==> config.mk <==
export PLATFORM = sky130hd
export DESIGN_NAME = fpu_exec_seq
export DESIGN_NICKNAME = d
export VERILOG_FILES = /design/src/rtl/fpu_exec_seq.sv
export SDC_FILE = /design/constraint.sdc
export NUM_CORES = 1
export LEC_CHECK = 0
export ABC_AREA = 1
export CAP_MARGIN = 20
export CORE_MARGIN = 2
export CORE_UTILIZATION = 30
export DETAILED_ROUTE_END_ITERATION = 8
export GPL_ROUTABILITY_DRIVEN = 0
export SLEW_MARGIN = 40
export SYNTH_ARGS = -nofsm -noshare
export SYNTH_HDL_FRONTEND = slang
export SYNTH_SLANG_ARGS = --single-unit
==> constraint.sdc <==
create_clock -name clk -period 3.3 [get_ports clk]
set_input_delay 0.825 -clock clk [delete_from_list [all_inputs] [get_ports clk]]
set_output_delay 0.825 -clock clk [all_outputs]
set_load 0.01 [all_outputs]
==> src/rtl/fpu_exec_seq.sv <==
// fpu_exec_seq: execute-stage sequencer for single-precision FP instructions.
//
// Takes the 5-bit op select from the FPU decode stage plus operands and
// produces a result with register-file write enables.
//   - min/max/eq/lt/le and the two raw moves complete in one cycle.
//   - add/sub/mul are handed to an external arithmetic core.
//   - cvt.s.w normalises iteratively, one bit per cycle.
//
// Op select: 4 add, 5 sub, 6 mul, 7 min, 8 max, 9 eq, 10 lt, 11 le,
//            12 mv int->fp, 13 mv fp->int, 14 cvt.s.w, anything else illegal.
//
// Ports
//   clk, reset        rising-edge clock, synchronous active-high reset
//   start, sel        issue request and op select (sampled only when idle)
//   rs1_int           integer source for ops 12 and 14
//   fs1, fs2          FP sources
//   busy              stall request, high whenever the sequencer is not idle
//   done              one-cycle pulse; result/wr_fp/wr_int/illegal valid
//   result            operation result, held between done pulses
//   wr_fp, wr_int     destination regfile write enables (with done)
//   illegal           unsupported op select (with done)
//   arith_start       one-cycle pulse to the arithmetic core
//   arith_op          0 add, 1 sub, 2 mul; held while waiting
//   arith_a, arith_b  operands latched at issue, held while waiting
//   arith_done        core result valid
//   arith_result      core result
//   dbg_state         current FSM state, for observation only
//
// Configuration macro: FPU_CVT_RNE_EN
//   defined   -> cvt.s.w rounds to nearest-even in the pack cycle
//   undefined -> cvt.s.w truncates toward zero
//
// Handshakes:
//   Issue: a request is accepted on a rising edge where start=1 and busy=0;
//   start while busy is dropped, not queued. Completion is the single-cycle
//   done pulse; a start in the done cycle is accepted (busy is already 0).
//   Core: arith_start pulses in the first ARITH_WAIT cycle; arith_done is
//   sampled on every ARITH_WAIT edge, including the arith_start cycle, and
//   is ignored in any other state.

module fpu_exec_seq #(
  parameter logic [31:0] CANON_NAN = 32'h7FC00000
) (
  input  logic        clk,
  input  logic        reset,
  input  logic        start,
  input  logic [4:0]  sel,
  input  logic [31:0] rs1_int,
  input  logic [31:0] fs1,
  input  logic [31:0] fs2,
  output logic        busy,
  output logic        done,
  output logic [31:0] result,
  output logic        wr_fp,
  output logic        wr_int,
  output logic        illegal,
  output logic        arith_start,
  output logic [1:0]  arith_op,
  output logic [31:0] arith_a,
  output logic [31:0] arith_b,
  input  logic        arith_done,
  input  logic [31:0] arith_result,
  output logic [1:0]  dbg_state
);

  localparam logic [1:0] IDLE       = 2'd0;
  localparam logic [1:0] ARITH_WAIT = 2'd1;
  localparam logic [1:0] CVT_NORM   = 2'd2;

  // Op classes decoded from sel
  localparam logic [1:0] K_SINGLE = 2'd0;
  localparam logic [1:0] K_ARITH  = 2'd1;
  localparam logic [1:0] K_CVT    = 2'd2;

  logic [1:0]  state;
  logic        cvt_sign;
  logic [31:0] cvt_mag;   // normalisation shift register
  logic [4:0]  cvt_cnt;   // number of left shifts so far

  assign busy      = (state != IDLE);
  assign dbg_state = state;

  // ---------------------------------------------------------------------
  // Operand classification and ordering for min/max/compare
  // ---------------------------------------------------------------------
  logic nan1, nan2, both_zero, lt_tot;

  assign nan1      = (fs1[30:23] == 8'hFF) && (fs1[22:0] != 23'd0);
  assign nan2      = (fs2[30:23] == 8'hFF) && (fs2[22:0] != 23'd0);
  assign both_zero = (fs1[30:0] == 31'd0) && (fs2[30:0] == 31'd0);

  // Sign-magnitude total order on non-NaN values where -0 sorts below +0.
  // Compares undo the zero ordering via both_zero.
  always_comb begin
    lt_tot = 1'b0;
    if (fs1[31] != fs2[31])
      lt_tot = fs1[31];
    else if (!fs1[31])
      lt_tot = (fs1[30:0] < fs2[30:0]);
    else
      lt_tot = (fs1[30:0] > fs2[30:0]);
  end

  logic [31:0] min_val, max_val;
  logic        feq, flt, fle;

  always_comb begin
    min_val = lt_tot ? fs1 : fs2;
    max_val = lt_tot ? fs2 : fs1;
    if (nan1 && nan2) begin
      min_val = CANON_NAN;
      max_val = CANON_NAN;
    end else if (nan1) begin
      min_val = fs2;
      max_val = fs2;
    end else if (nan2) begin
      min_val = fs1;
      max_val = fs1;
    end
  end

  assign feq = !(nan1 || nan2) && ((fs1 == fs2) || both_zero);
  assign flt = !(nan1 || nan2) && !both_zero && lt_tot;
  assign fle = feq || flt;

  // ---------------------------------------------------------------------
  // Issue decode: class, and the complete outcome of single-cycle ops
  // ---------------------------------------------------------------------
  logic [1:0]  kind;
  logic [31:0] sc_result;
  logic        sc_wr_fp, sc_wr_int, sc_illegal;

  always_comb begin
    kind       = K_SINGLE;
    sc_result  = 32'd0;
    sc_wr_fp   = 1'b0;
    sc_wr_int  = 1'b0;
    sc_illegal = 1'b0;
    case (sel)
      5'd4, 5'd5, 5'd6: kind = K_ARITH;
      5'd14:            kind = K_CVT;
      5'd7:  begin sc_result = min_val;           sc_wr_fp  = 1'b1; end
      5'd8:  begin sc_result = max_val;           sc_wr_fp  = 1'b1; end
      5'd9:  begin sc_result = {31'd0, feq};      sc_wr_int = 1'b1; end
      5'd10: begin sc_result = {31'd0, flt};      sc_wr_int = 1'b1; end
      5'd11: begin sc_result = {31'd0, fle};      sc_wr_int = 1'b1; end
      5'd12: begin sc_result = rs1_int;           sc_wr_fp  = 1'b1; end
      5'd13: begin sc_result = fs1;               sc_wr_int = 1'b1; end
      default: sc_illegal = 1'b1;
    endcase
  end

  // Magnitude of the integer source; 0x80000000 negates to itself, which
  // is exactly 2^31 when read as unsigned.
  logic [31:0] int_mag;
  assign int_mag = rs1_int[31] ? (~rs1_int + 32'd1) : rs1_int;

  // ---------------------------------------------------------------------
  // cvt.s.w pack, valid once cvt_mag[31] is set
  // ---------------------------------------------------------------------
  logic [7:0]  pk_exp;
  logic [22:0] pk_mant;
  logic [31:0] cvt_packed;

`ifdef FPU_CVT_RNE_EN
  logic round_up;
  assign round_up = cvt_mag[7] && ((|cvt_mag[6:0]) || cvt_mag[8]);

  always_comb begin
    pk_exp  = 8'd158 - {3'b000, cvt_cnt};
    pk_mant = cvt_mag[30:8];
    if (round_up) begin
      if (&cvt_mag[30:8]) begin
        // Mantissa overflow: 1.111..1 rounds to 10.000..0
        pk_mant = 23'd0;
        pk_exp  = pk_exp + 8'd1;
      end else begin
        pk_mant = cvt_mag[30:8] + 23'd1;
      end
    end
  end
`else
  // Truncation discards the bits below the mantissa.
  logic unused_cvt_low;
  assign unused_cvt_low = ^cvt_mag[7:0];

  always_comb begin
    pk_exp  = 8'd158 - {3'b000, cvt_cnt};
    pk_mant = cvt_mag[30:8];
  end
`endif

  assign cvt_packed = {cvt_sign, pk_exp, pk_mant};

  // ---------------------------------------------------------------------
  // Sequencer
  // ---------------------------------------------------------------------
  always_ff @(posedge clk) begin
    if (reset) begin
      state       <= IDLE;
      done        <= 1'b0;
      result      <= 32'd0;
      wr_fp       <= 1'b0;
      wr_int      <= 1'b0;
      illegal     <= 1'b0;
      arith_start <= 1'b0;
      arith_op    <= 2'd0;
      arith_a     <= 32'd0;
      arith_b     <= 32'd0;
      cvt_sign    <= 1'b0;
      cvt_mag     <= 32'd0;
      cvt_cnt     <= 5'd0;
    end else begin
      // Completion flags are pulses unless re-asserted below.
      done        <= 1'b0;
      wr_fp       <= 1'b0;
      wr_int      <= 1'b0;
      illegal     <= 1'b0;
      arith_start <= 1'b0;

      case (state)
        IDLE: begin
          if (start) begin
            case (kind)
              K_ARITH: begin
                state       <= ARITH_WAIT;
                arith_start <= 1'b1;
                // sel 4/5/6 map onto core ops 0/1/2 via their low bits
                arith_op    <= sel[1:0];
                arith_a     <= fs1;
                arith_b     <= fs2;
              end
              K_CVT: begin
                if (rs1_int == 32'd0) begin
                  result <= 32'd0;
                  done   <= 1'b1;
                  wr_fp  <= 1'b1;
                end else begin
                  state    <= CVT_NORM;
                  cvt_sign <= rs1_int[31];
                  cvt_mag  <= int_mag;
                  cvt_cnt  <= 5'd0;
                end
              end
              default: begin
                result  <= sc_result;
                done    <= 1'b1;
                wr_fp   <= sc_wr_fp;
                wr_int  <= sc_wr_int;
                illegal <= sc_illegal;
              end
            endcase
          end
        end

        ARITH_WAIT: begin
          if (arith_done) begin
            result <= arith_result;
            done   <= 1'b1;
            wr_fp  <= 1'b1;
            state  <= IDLE;
          end
        end

        CVT_NORM: begin
          if (!cvt_mag[31]) begin
            cvt_mag <= {cvt_mag[30:0], 1'b0};
            cvt_cnt <= cvt_cnt + 5'd1;
          end else begin
            result <= cvt_packed;
            done   <= 1'b1;
            wr_fp  <= 1'b1;
            state  <= IDLE;
          end
        end

        default: state <= IDLE;
      endcase
    end
  end

endmodule

==> results of run 1 <==
## per-stage QoR
step / utilization (%) / hold WS, ps / instance area, sq um / power, mW / setup slack (ps)
CTS: 43.5 / 464 / 14600 / 7.36 / 184
global route: 43.6 / 475 / 14700 / 7.80 / -6.31
floorplan: - / 425 / 10200 / 3.90 / 600
detailed placement: 41.7 / 452 / 14000 / 5.24 / -269
finish: 43.6 / 464 / 14700 / 7.36 / 187
global placement: 41.7 / 438 / 14000 / 5.21 / -183
## cell type report
| class | count | area share (%) |
|---|---|---|
| multi-input combinational | 1222 | 42.8 |
| clock inverter | 10 | 1.12 |
| inverter | 181 | 4.63 |
| clock buffer | 20 | 3.04 |
| tap | 448 | 3.82 |
| antenna | 1 | 0.0171 |
| sequential | 143 | 19.5 |
| timing repair buffer | 392 | 25.1 |
## worst max-delay path by stage
| stage | endpoint | slack (ps) | depth (start not counted) |
|---|---|---|---|
| 2_1_floorplan | result[23]$_SDFFE_PP0P_ | 600 | 17 |
| 3_3_place_gp | result[18]$_SDFFE_PP0P_ | -180 | 18 |
| 5_1_grt | result[0]$_SDFFE_PP0P_ | -6 | 22 |
| 6_report | result[0]$_SDFFE_PP0P_ | 190 | 22 |
| 3_5_place_dp | result[18]$_SDFFE_PP0P_ | -270 | 18 |
| 4_1_cts | result[18]$_SDFFE_PP0P_ | 180 | 18 |
## worst max-delay path, stage by stage
cell and delay (ps):
clkdlybuf4s50_1 490, inv_1 70, ha_1 290, nand2_1 110, inv_1 50, nand2_1 70
nand2_1 80, nand2_1 90, nand2_1 60, a21oi_2 140, nand3_1 120, nand2_2 140
nand2_4 80, nand2_8 110, buf_4 210, nand3_1 100, nand3_1 100, nand2_1 60
nand2_1 50, nand2_1 50, nand2_1 70, a21oi_2 50
## what timing repair did
item                       in CTS  in global routing
hold buffers                    0                  0
setup endpoints to repair       0                 22
resized for setup               0                  9
buffers inserted                0                  1
## cell families (layout without fill, tap and decap cells)
family | count (synthesis) | after routing | synth area share [%]
simple gates | 825 | 827 | 35.9
other cells | 0 | 1 | 0
compound gates | 348 | 348 | 19.4
buf+inv | 284 | 603 | 11.2
xor+xnor | 6 | 6 | 0.513
fa+ha+maj | 41 | 41 | 5.01
flops | 143 | 143 | 27.9
## synth_stat cells, types with 6 or more instances
| cell | n | area, sq um |
|---|---|---|
| a31oi_1 | 15 | 93.8 |
| nand4_1 | 25 | 156 |
| dfxtp_1 | 143 | 2860 |
| inv_2 | 17 | 63.8 |
| buf_2 | 24 | 120 |
| nand3b_1 | 8 | 60.1 |
| nor4_1 | 8 | 50.1 |
| nand2_1 | 423 | 1590 |
| nor2_2 | 6 | 37.5 |
| a21oi_2 | 21 | 184 |
| ha_1 | 41 | 513 |
| nand2_2 | 22 | 138 |
| inv_1 | 163 | 612 |
| a21oi_1 | 154 | 771 |
| nand3_1 | 192 | 961 |
| o21ai_1 | 11 | 55.1 |
| nor3_1 | 18 | 90.1 |
| o22ai_1 | 34 | 213 |
| or2_2 | 6 | 37.5 |
| clkbuf_1 | 59 | 221 |
| buf_1 | 11 | 41.3 |
| buf_6 | 6 | 67.6 |
| nor2_1 | 101 | 379 |
| o21ai_0 | 86 | 430 |
## metal layers
layer / up-vias / track usage [%] / routed length (um)
met4: 0 / 7.30 / 1100
li1: 6082 / - / -
met1: 5767 / 30.3 / 18600
met5: - / 0 / 0
met3: 61 / 4.43 / 2760
met2: 419 / 39.0 / 20000
## sequential cells by signal, indices dropped and copies added (netlist names)
register and count:
arith_b 32, cvt_mag 32, result 32, cvt_cnt 5, arith_op 2, cvt_sign 1, arith_start 1, arith_a 32
dbg_state 2, wr_int 1, done 1, wr_fp 1, illegal 1
## power by group
| part | leakage, nW | total [mW] | internal [mW] | switching [mW] |
|---|---|---|---|---|
| registers | 1.16 | 2.07 | 1.94 | 0.126 |
| clock network | 0.296 | 2.10 | 1.28 | 0.827 |
| logic | 4.70 | 3.19 | 1.21 | 1.98 |
==> results.md, run 1 <==
* Final period utilization at 94.3%
* Number of synthesized flops with an enable pin at 0
* Number of port buffers at 242
* Setup violators final at 0
* Max_cap viols at 0
* Num CTS Buffers at 17
* CP Launch Type: input port
* Most frequent cells in the layout: nand2_1, clkdlybuf4s50_1, nand3_1
* Slew Viols, Final at 0
* Drt initial violations at 848
* Hold Crit Endpoint: arith_a[26]$_SDFFE_PP0P_
* Non-Filler Instances at 2417
* Synthesized area at 10200 sq um
* Longest Clk Path Bufs at 2
* Setup crit start: fs2[26]
* # rows at 67
* Min-Delay Startpoint: arith_a[26]$_SDFFE_PP0P_
* Clock Skews at 11.9 ps
* Status: completed
* Fillers at 3514
* Asr flop ratio synth at 0%
* WL final at 42.4 mm
* RR Startpoint: dbg_state[0]$_SDFFE_PP0P_
* Syn-to-layout area delta at 43.2%
* Layout cell share with drive strength beyond 1 at 14.4%
* Core area at 33600 sq um
* Clk sinks at 143
* Synthesized flop and latch total at 143
* Slew @ Worst Pin at 761 ps
* Worst EP arrival at 3430 ps
* Mean post-synth cell area at 6.22 sq um
* Main synth FF type: dfxtp_1
* DRC viols at 0
* Initial antenna violation count at 1
* Syn_nets at 1825
* Netlist cell types at 50
* Power per Cell Area at 502 nW/um^2
* Die height at 189 um
* Peak VDD IR at 0.000444 V
* Clk pin slew, worst setup/hold paths at 60 ps
* Setup slack, reg-to-reg at 980 ps
* Max-slew headroom at 49.3%
* Crit Path Category: input port to flop
* Post-Syn Instances at 1647
* H-tree depth at 4
* Routed len/inst at 17.6 um
* Placed cells at 2383
* Initial core utilization at 30.5%
* FF-to-FF End: result[23]$_SDFFE_PP0P_
* Hpwl dp at 33.0 mm
* GRT overflow at 0
* Clk Tree Root Cell: clkbuf_16
* TritonCTS clock tree: built
* Skew-Pair Late Insertion Delay at 450 ps
* Final hold viol count at 0
* RSZ-0062 raised after global routing: yes
* WP data required at 3620 ps
* Worst R2R Path Depth at 10
* Most common cell after layout, fill and taps aside: nand2_1
* Class of the worst hold path: flop to flop
* First-pass GRT wire length at 65.4 mm
* Number of global-route vias before repair at 11900
* Setup TNS at 0 ps
* Synth warn at 0
* Largest net degree at the start of global routing at 67
* Multi-input gate area at 6280 sq um
* Lkg Pwr at 6.15 nW
* Seq/Total Area, Yosys at 27.9%
* Routed vias at 12300
* Achievable frequency at 0.321 GHz
* Ports at 243
* CP max FO at 13
* DIE WIDTH at 189 um
* Routed vias/inst at 5.10
* Register area at 2860 sq um
* 1st-pass router iterations at 5
* Layout Nets at 2135
* Total Routing Usage GR at 23.3%
* Routed Antenna Nets at 0
* Die area at 35600 sq um
* WHS Path Cells at 2
* Critical Path Sink Type: flop
* Tmin final at 3110 ps
No activity file was read; power rests on OpenSTA's default activity.
==> run 2, diff against run 1 <==
Clock period 3.3 ns to 2.59 ns, I/O delays scaled along.
==> run 2 against run 1 <==
  * Clock power rose by 25%
  * Critical path type unchanged
  * Critical endpoint is now result[18]$_SDFFE_PP0P_
  * Register-to-register slack lost 480 ps
  * Total power is 34% higher
  * Largest power group unchanged
  * Worst setup slack lost 89 ps
==> results.md, run 2 (same netlist as run 1, synthesis figures left out) <==
* Critical Path Sink Type: flop (unchanged)
* Non-Filler Instances at 2555 (was 2417)
* Most common cell after layout, fill and taps aside: nand2_1 (unchanged)
* Achievable frequency at 0.401 GHz
* GRT overflow at 0 (unchanged)
* Crit Path Category: input port to flop (unchanged)
* DIE WIDTH at 189 um (unchanged)
* Power per Cell Area at 602 nW/um^2 (was 502 nW/um^2)
* Largest net degree at the start of global routing at 60 (was 67)
* Total Routing Usage GR at 24.6% (was 23.3%)
* WP data required at 2970 ps (was 3620 ps)
* Clk pin slew, worst setup/hold paths at 70 ps (was 60 ps)
* Post-route cell area at 16400 sq um (was 14700 sq um)
* Clock Skews at 12.8 ps (was 11.9 ps)
* 1st-pass router iterations at 7 (was 5)
* # rows at 67 (unchanged)
* Longest Clk Path Bufs at 2 (unchanged)
* Peak VDD IR at 0.000702 V (was 0.000444 V)
* Slew Viols, Final at 0 (unchanged)
* Skew-Pair Late Insertion Delay at 450 ps (about the same)
* Hold-fix buffers at CTS at 0 (unchanged)
* Max-slew headroom at 58.7% (was 49.3%)
* Core area at 33600 sq um (unchanged)
* Initial antenna violation count at 1 (unchanged)
* Syn-to-layout area delta at 60.1% (was 43.2%)
* Clk Tree Root Cell: clkbuf_16 (unchanged)
* Status: completed (unchanged)
* TritonCTS clock tree: built (unchanged)
* Clk sinks at 143 (unchanged)
* Most frequent cells in the layout: nand2_1, buf_4, nand3_1 (was nand2_1, clkdlybuf4s50_1, nand3_1)
* Pre-CTS WS at -764 ps (was -269 ps)
* Class of the worst hold path: flop to flop (unchanged)
* Max_cap viols at 0 (unchanged)
* H-tree depth at 4 (unchanged)
* RSZ-0062 raised after global routing: yes (unchanged)
* CP Launch Type: input port (unchanged)
* CP max FO at 5 (was 13)
* Post-DP Area at 14800 sq um (was 14000 sq um)
* Tmin final at 2490 ps
* Hpwl dp at 33.7 mm (was 33.0 mm)
* Drt initial violations at 1041 (was 848)
* Setup TNS at 0 ps (unchanged)
* Number of global-route vias before repair at 12600 (was 11900)
* Layout Nets at 2271 (was 2135)
* Routed vias at 13100 (was 12300)
* WL final at 45.4 mm (was 42.4 mm)
* Die height at 189 um (unchanged)
* Placed cells at 2482 (was 2383)
* Routed len/inst at 17.8 um (was 17.6 um)
* Fillers at 3352 (was 3514)
* Worst EP arrival at 2870 ps (was 3430 ps)
* PnR worst setup slack at 97.4 ps (was 187 ps)
* Routed vias/inst at 5.13 (was 5.10)
* Routed Antenna Nets at 0 (unchanged)
* Slew @ Worst Pin at 614 ps (was 761 ps)
* Ports at 243 (unchanged)
* Num CTS Buffers at 17 (unchanged)
* Die area at 35600 sq um (unchanged)
* DRC viols at 0 (unchanged)
* Layout cell share with drive strength beyond 1 at 27.9% (was 14.4%)
* Number of port buffers at 242 (unchanged)
* Setup violators final at 0 (unchanged)
* Final period utilization at 96.2%
* First-pass GRT wire length at 69.1 mm (was 65.4 mm)
* Lkg Pwr at 7.05 nW (was 6.15 nW)
* Final hold viol count at 0 (unchanged)
* Initial core utilization at 30.5% (unchanged)
==> run 2: changes by cell type in the layout (fill, tap and decap cells not counted), moves of 13 or more <==
| cell | previous run | this run |
|---|---|---|
| clkdlybuf4s50_1 | 239 | 171 |
| inv_2 | 19 | 39 |
| clkbuf_2 | 0 | 43 |
| nand2_2 | 24 | 51 |
| nand3_2 | 1 | 14 |
| ha_4 | 0 | 20 |
| inv_1 | 161 | 139 |
| buf_4 | 139 | 251 |
| nand3_1 | 192 | 176 |
| nand2_1 | 421 | 387 |
| ha_1 | 40 | 19 |
==> run 2: critical path, stage by stage <==
cell             delay, ps
clkdlybuf4s50_1        500
inv_1                   80
ha_2                   400
inv_1                   70
nand3_2                 90
nand2_4                 80
nand2_4                110
nand2_8                 70
buf_12                 150
buf_8                  120
nand3_1                 70
nand3_1                 80
nand2_1                100
nand2_1                 50
nand2_1                 60
nand2_2                 80
a21oi_2                110
==> run 2: per-layer routing <==
metal  part of all wire (%)  vias up  global-route usage, %
li1                       -     6377                      -
met1                     43     6132                   31.5
met2                     48      510                   41.6
met3                    7.0       81                   4.58
met4                    2.6        0                   7.96
met5                      0        -                      0
==> run 2: area by class of cell <==
type,instances,area [sq um],share of cell area [%]
antenna,1,2.50,0.0153
clock buffer,22,484,2.95
clock inverter,10,126,0.770
inverter,181,686,4.18
multi-input combinational,1225,7010,42.7
sequential,143,2860,17.4
tap,448,561,3.42
timing repair buffer,525,4680,28.5
==> run 2: where the power goes <==
group | leakage, nW | switching (mW) | internal, mW
combinational | 5.60 | 2.74 | 1.86
clock | 0.290 | 1.10 | 1.53
sequential | 1.16 | 0.169 | 2.47
total | 7.05 | 4.01 | 5.86
==> run 2: through the flow <==
| stage | total power, mW | util (%) | hold slack [ps] |
|---|---|---|---|
| global placement | 6.85 | 44.1 | 444 |
| global route | 10.4 | 48.8 | 481 |
| CTS | 9.70 | 47.4 | 465 |
| detailed placement | 6.91 | 44.1 | 454 |
| finish | 9.87 | 48.8 | 463 |
| floorplan | 4.97 | - | 425 |
==> run 2: worst paths after layout <==
path / startpoint / end / slack [ps] / cells past startpoint
worst max register to register: dbg_state[0]$_SDFFE_PP0P_ / cvt_mag[15]$_SDFFE_PP0P_ / 500 / 9
worst max-delay path: fs1[31] / result[18]$_SDFFE_PP0P_ / 100 / 17
worst min register to register: arith_b[15]$_SDFFE_PP0P_ / arith_b[15]$_SDFFE_PP0P_ / 460 / 2
worst min-delay path: arith_b[15]$_SDFFE_PP0P_ / arith_b[15]$_SDFFE_PP0P_ / 460 / 2
==> run 2: repair_timing <==
action / CTS / global route
setup buffers: 16 / 15
setup endpoints to repair: 68 / 63
pin swaps: 55 / 96
gates cloned: 7 / 3
resized for setup: 159 / 205
endpoints found under the hold margin: 0 / 0
